## config.mk

```make
export PLATFORM = sky130hd
export DESIGN_NAME = pkt_sched
export DESIGN_NICKNAME = d
export VERILOG_FILES = /design/src/rtl/pkt_sched.sv
export SDC_FILE = /design/constraint.sdc
export NUM_CORES = 1
export LEC_CHECK = 0
export BUFFER_PORTS_ARGS = -buffer_cell sky130_fd_sc_hd__buf_2
export CAP_MARGIN = 10
export CORE_ASPECT_RATIO = 1.4
export CORE_MARGIN = 2
export CORE_UTILIZATION = 40
export DETAILED_ROUTE_END_ITERATION = 12
export PLACE_DENSITY = 0.64
export SETUP_SLACK_MARGIN = 0.5
export SKIP_LAST_GASP = 1
export SLEW_MARGIN = 20
export SYNTH_ARGS = -nofsm -noshare
export SYNTH_HDL_FRONTEND = slang
export SYNTH_SLANG_ARGS = --single-unit
```

## constraint.sdc

```tcl
create_clock -name clk -period 3.2 [get_ports clk]
set_input_delay 0.48 -clock clk [delete_from_list [all_inputs] [get_ports clk]]
set_output_delay 0.48 -clock clk [all_outputs]
set_load 0.005 [all_outputs]
```

## src/rtl/pkt_sched.sv

```systemverilog
// Packet scheduler: arbitrates requesters onto data_bus as {F, payload, seq}, fills idle cycles, resyncs on error.
// Define PKT_SCHED_RR_EN for round-robin arbitration; otherwise fixed priority (lowest index wins).
module pkt_sched #(
    parameter int BUS_SIZE   = 16,
    parameter int WORD_SIZE  = 4,
    parameter int NUM_REQ    = 4,
    parameter int RESYNC_CYC = 4
) (
    input  logic                                         clk,
    input  logic                                         reset,
    input  logic [NUM_REQ-1:0]                           req,
    input  logic [NUM_REQ*(BUS_SIZE-2*WORD_SIZE)-1:0]    payload,
    input  logic                                         error,
    output logic [NUM_REQ-1:0]                           gnt,
    output logic [BUS_SIZE-1:0]                          data_bus,
    output logic                                         valid,
    output logic [7:0]                                   err_cnt
);

    // state     | meaning
    // ST_INIT   | first word after reset: filler with seq=1
    // ST_RUN    | grant one requester per clock, filler when idle
    // ST_RESYNC | filler-only words with seq restarted at 0
    localparam int PAY_W = BUS_SIZE - 2*WORD_SIZE;
    localparam int IDX_W = $clog2(NUM_REQ);
    localparam int CNT_W = 4;

    localparam logic [1:0] ST_INIT   = 2'd0;
    localparam logic [1:0] ST_RUN    = 2'd1;
    localparam logic [1:0] ST_RESYNC = 2'd2;

    localparam logic [WORD_SIZE-1:0] F_CODE       = {WORD_SIZE{1'b1}};
    localparam logic [CNT_W-1:0]     CNT_LOAD     = CNT_W'(RESYNC_CYC - 1);
    localparam logic [1:0]           ST_AFTER_ERR = (RESYNC_CYC > 1) ? ST_RESYNC : ST_RUN;

    logic [1:0]           state;
    logic [WORD_SIZE-1:0] seq;
    logic [CNT_W-1:0]     cnt;
    logic                 error_q;

    logic                 win_any;
    logic [IDX_W-1:0]     win_idx;
    logic [PAY_W-1:0]     win_pay;
    logic                 grant_now;

`ifdef PKT_SCHED_RR_EN
    logic [IDX_W-1:0] rr_ptr;
    logic [IDX_W-1:0] cand;

    // Walk the ring backwards so the requester nearest after rr_ptr is assigned last and wins.
    always_comb begin
        win_any = 1'b0;
        win_idx = '0;
        cand    = '0;
        for (int k = NUM_REQ; k >= 1; k--) begin
            cand = IDX_W'((int'(rr_ptr) + k) % NUM_REQ);
            if (req[cand]) begin
                win_any = 1'b1;
                win_idx = cand;
            end
        end
    end

    always_ff @(posedge clk or posedge reset) begin
        if (reset) begin
            rr_ptr <= IDX_W'(NUM_REQ - 1);
        end else if (grant_now) begin
            rr_ptr <= win_idx;
        end
    end
`else
    always_comb begin
        win_any = 1'b0;
        win_idx = '0;
        for (int i = NUM_REQ - 1; i >= 0; i--) begin
            if (req[i]) begin
                win_any = 1'b1;
                win_idx = IDX_W'(i);
            end
        end
    end
`endif

    assign grant_now = (state == ST_RUN) && !error && win_any;
    assign win_pay   = payload[int'(win_idx)*PAY_W +: PAY_W];

    always_ff @(posedge clk or posedge reset) begin
        if (reset) begin
            state    <= ST_INIT;
            seq      <= WORD_SIZE'(1);
            cnt      <= '0;
            gnt      <= '0;
            valid    <= 1'b0;
            data_bus <= '0;
        end else begin
            gnt      <= '0;
            valid    <= 1'b0;
            data_bus <= {F_CODE, {PAY_W{1'b0}}, seq};
            seq      <= seq + WORD_SIZE'(1);
            if (error) begin
                // Error wins over any request and restarts the resync window from seq 0.
                data_bus <= {F_CODE, {PAY_W{1'b0}}, {WORD_SIZE{1'b0}}};
                seq      <= WORD_SIZE'(1);
                cnt      <= CNT_LOAD;
                state    <= ST_AFTER_ERR;
            end else begin
                case (state)
                    ST_INIT: begin
                        state <= ST_RUN;
                    end
                    ST_RUN: begin
                        if (grant_now) begin
                            gnt      <= NUM_REQ'(1) << win_idx;
                            valid    <= 1'b1;
                            data_bus <= {F_CODE, win_pay, seq};
                        end
                    end
                    ST_RESYNC: begin
                        cnt <= cnt - CNT_W'(1);
                        if (cnt <= CNT_W'(1)) begin
                            state <= ST_RUN;
                        end
                    end
                    default: begin
                        state <= ST_INIT;
                    end
                endcase
            end
        end
    end

    always_ff @(posedge clk or posedge reset) begin
        if (reset) begin
            error_q <= 1'b0;
            err_cnt <= '0;
        end else begin
            error_q <= error;
            if (error && !error_q && (err_cnt != 8'hFF)) begin
                err_cnt <= err_cnt + 8'd1;
            end
        end
    end

endmodule
```

==> run_results.csv <==
group,metric,value,unit
timing,final-hold-violation-count,0,
routing,vias_per_cell,5.10,
setup_path,cp_data_arrival_time,1.76,ns
synth,yosys_warnings,0,
cells_and_area,n_antenna_cell,0,
setup_path,cp_top_family,"flip-flops",
global_routing,grt_pass1_vias,1227,
place,portBuffers,67,
cells_and_area,areaGrowthSynthToFinish,26.5,%
routing,wl_per_cell,12.3,um
power_and_ir_drop,pwr-share-comb,0.231,
power_and_ir_drop,irDropWorstVdd,0.251,mV
power_and_ir_drop,p_total,1.28,mW
place,gp_congestion,0.764,
floorplan,num_rows,28,
setup_path,worst_path_largest_cell_delay,0.39,ns
place,place_area,2060,sq um
timing,period_minus_slack,1.59,ns
cells_and_area,final_common_cell,"buf_2",
timing,finalMaxSlewViolations,0,
timing,setup_violations,0,
floorplan,die_x,59.2,um
setup_path,path_depth,4,
setup_path,worstPathRequired,3.37,ns
timing,fin_setup_tns,0,ns
status,status,"finished, final reports clean",
clock_tree,cts-root-buf,"clkbuf_8",
cells_and_area,fin_nets,260,
setup_path,crit_chain,"ha_1, nand4_1, o21ai_1, mux2_2",
clock_tree,cts_made_buffers,5,
clock_tree,post-cts-setup-buffer-count,0,
timing,setup_ws,1.61,ns
clock_tree,cts_tree,"built",
setup_path,critPathMaxFanout,6,
place,pre_cts_slack,1.49,ns
routing,vias,1342,
synth,synth_area,1710,sq um
cells_and_area,instances_no_fill,263,
synth,ys_seq_area_frac,0.544,
global_routing,grt_pass1_wl,5.49,mm
setup_path,start_kind,"flop",
clock_tree,ctsHoldBuffers,0,
floorplan,start_util,0.409,
cells_and_area,final_cell_mix,"buf_2, dfrtp_1, inv_1",
cells_and_area,stdcell_area,2160,sq um
place,dpl.cell_count,255,
setup_path,critPathBufInv,0,
clock_tree,clk_pin_slew,0.07,ns
cells_and_area,fillers,402,
cells_and_area,drive_gt1_frac,0.381,
cells_and_area,multiInputGateArea,677,sq um
synth,avgSynthCellArea,11.4,sq um
timing,worst_pin_slew,0.569,ns
min_path,hp-class,"primary input to async pin",
clock_tree,ctsResizeCount,0,
setup_path,reg2regPathDepth,4,
routing,dr.pass1.iters,4,
synth,synth_top_area_frac,0.528,
synth,ys_ff_latch,37,
routing,drc,0,
floorplan,io_pins,68,
synth,yosys.area.top_type,"dfrtp_1",
power_and_ir_drop,p_clk_frac,0.277,
global_routing,grt_overflow_total,0,
setup_path,crit_type,"flop to flop",
power_and_ir_drop,leakage,1.13,nW
synth,syn_nets,193,
setup_path,rr_startpoint,"err_cnt[0]",
timing,clock.fmax,0.628,GHz
routing,drt_iter0_markers,37,
global_routing,grtUsageTotal,0.155,
routing,ant_nets,0,
setup_path,rr_endpoint,"err_cnt[1]",
timing,rsz0062_at_grt,"no",
power_and_ir_drop,p_int,895,uW
power_and_ir_drop,seq_power_share,0.492,
setup_path,startpoint,"err_cnt[0]",
power_and_ir_drop,switchingPower,384,uW
synth,synth.area.top_cells,"dfrtp_1, a221oi_1, a22oi_1",
clock_tree,cts_buffer_depth,2,
global_routing,antenna_found_initial,0,
power_and_ir_drop,p_sw_frac,0.300,
run,max-cap-violations,0,
clock_tree,h-tree-depth,2,
timing,max_slew_margin,0.620,
place,hpwl,2.44,mm
power_and_ir_drop,power_density,593,nW/um^2
setup_path,crit_path_top_delay_cell,"dfrtp_1",
floorplan,die_h,81.3,um
setup_path,critPathCapture,"err_cnt[1]",
setup_path,end_kind,"flop",
floorplan,dieArea,4810,sq um
cells_and_area,seqCellArea,927,sq um
synth,synth.distinct_cells,37,
setup_path,reg2reg_slack,1.61,ns
clock_tree,clkLatencyLatePin,0.29,ns
floorplan,core_area,4170,sq um
timing,finalCritPeriodShare,0.498,
routing,finalWirelength,3.24,mm
synth,synthesis.instances,150,
timing,clock_skew,0.00543,ns
global_routing,grt_max_degree,38,
clock_tree,cts.sinks,37,
per-layer routing:
metal  track usage  vias up  part of all wire
met5             0        -                 0
met4        0.0955        0             0.025
met3        0.0621        5             0.082
met2         0.243       57              0.50
met1         0.173      617              0.39
li1              -      663                 -
flip-flops by register name, indices dropped and copies added, names as in the netlist:
register	count
data_bus	13
seq	4
cnt	4
gnt	4
err_cnt	8
state	2
error_q	1
valid	1
stage by stage:
step	hold WS, ns	util
2_1_floorplan	0.484	-
3_3_place_gp	0.494	0.493
3_5_place_dp	0.507	0.493
4_1_cts	0.304	0.517
5_1_grt	0.329	0.517
6_report	0.284	0.517
synth_stat cells, drive strengths merged:
cell,instances
dfrtp,36
inv,14
a21oi,11
nor2b,9
a221oi,8
a22oi,8
buf,7
nor2,7
nand4,5
xnor2,5
ha,4
mux2,4
nand2b,4
nand3,3
nand2,2
nand3b,2
nor3,2
nor3b,2
o41ai,2
xor2,2
a211o,1
and2,1
and2b,1
and3,1
and4b,1
clkbuf,1
conb,1
dfstp,1
o2111a,1
o211ai,1
o21ai,1
o21bai,1
or4,1
power by group through the flow:
stage               Combinational, mW  Sequential, mW  Clock (mW)
finish                          0.296           0.629       0.355
global placement                0.298           0.636           0
global route                    0.347           0.648       0.391
detailed placement              0.301           0.637           0
floorplan                       0.194           0.628           0
CTS                             0.302           0.629       0.370
worst min path at each step:
stage	to	slack, ns	depth (start not counted)
after floorplan	data_bus[3]	0.48	1
after global placement	data_bus[3]	0.49	1
after detailed placement	data_bus[3]	0.51	1
after CTS	data_bus[6]	0.30	3
after global routing	state[0]	0.33	3
final	data_bus[5]	0.28	3
cell families (layout without fill, tap and decap cells):
family                     count (synthesis)  in the layout  synth area share
and+or+nand+nor                           41             41             0.150
DFF                                       37             37             0.544
xor gates and xnor gates                   7              7            0.0360
other                                      1              1           0.00220
AOI/OAI and AO/OA                         34             34             0.153
adders and majority gates                  4              4            0.0293
muxes                                      4              4            0.0264
buffers and inverters                     22             90            0.0594
worst min-delay path: cells and delay by family:
family	cells	cell delay [ns]
buffers and inverters	3	0.53
cell type report:
type | count | area share
Clock buffer | 7 | 0.0447
Inverter | 14 | 0.0244
Tap cell | 45 | 0.0261
Timing Repair Buffer | 68 | 0.159
Sequential cell | 37 | 0.430
Multi-Input combinational cell | 91 | 0.314
Clock inverter | 1 | 0.00232
Note: power is estimated with default switching activity, not from simulation.
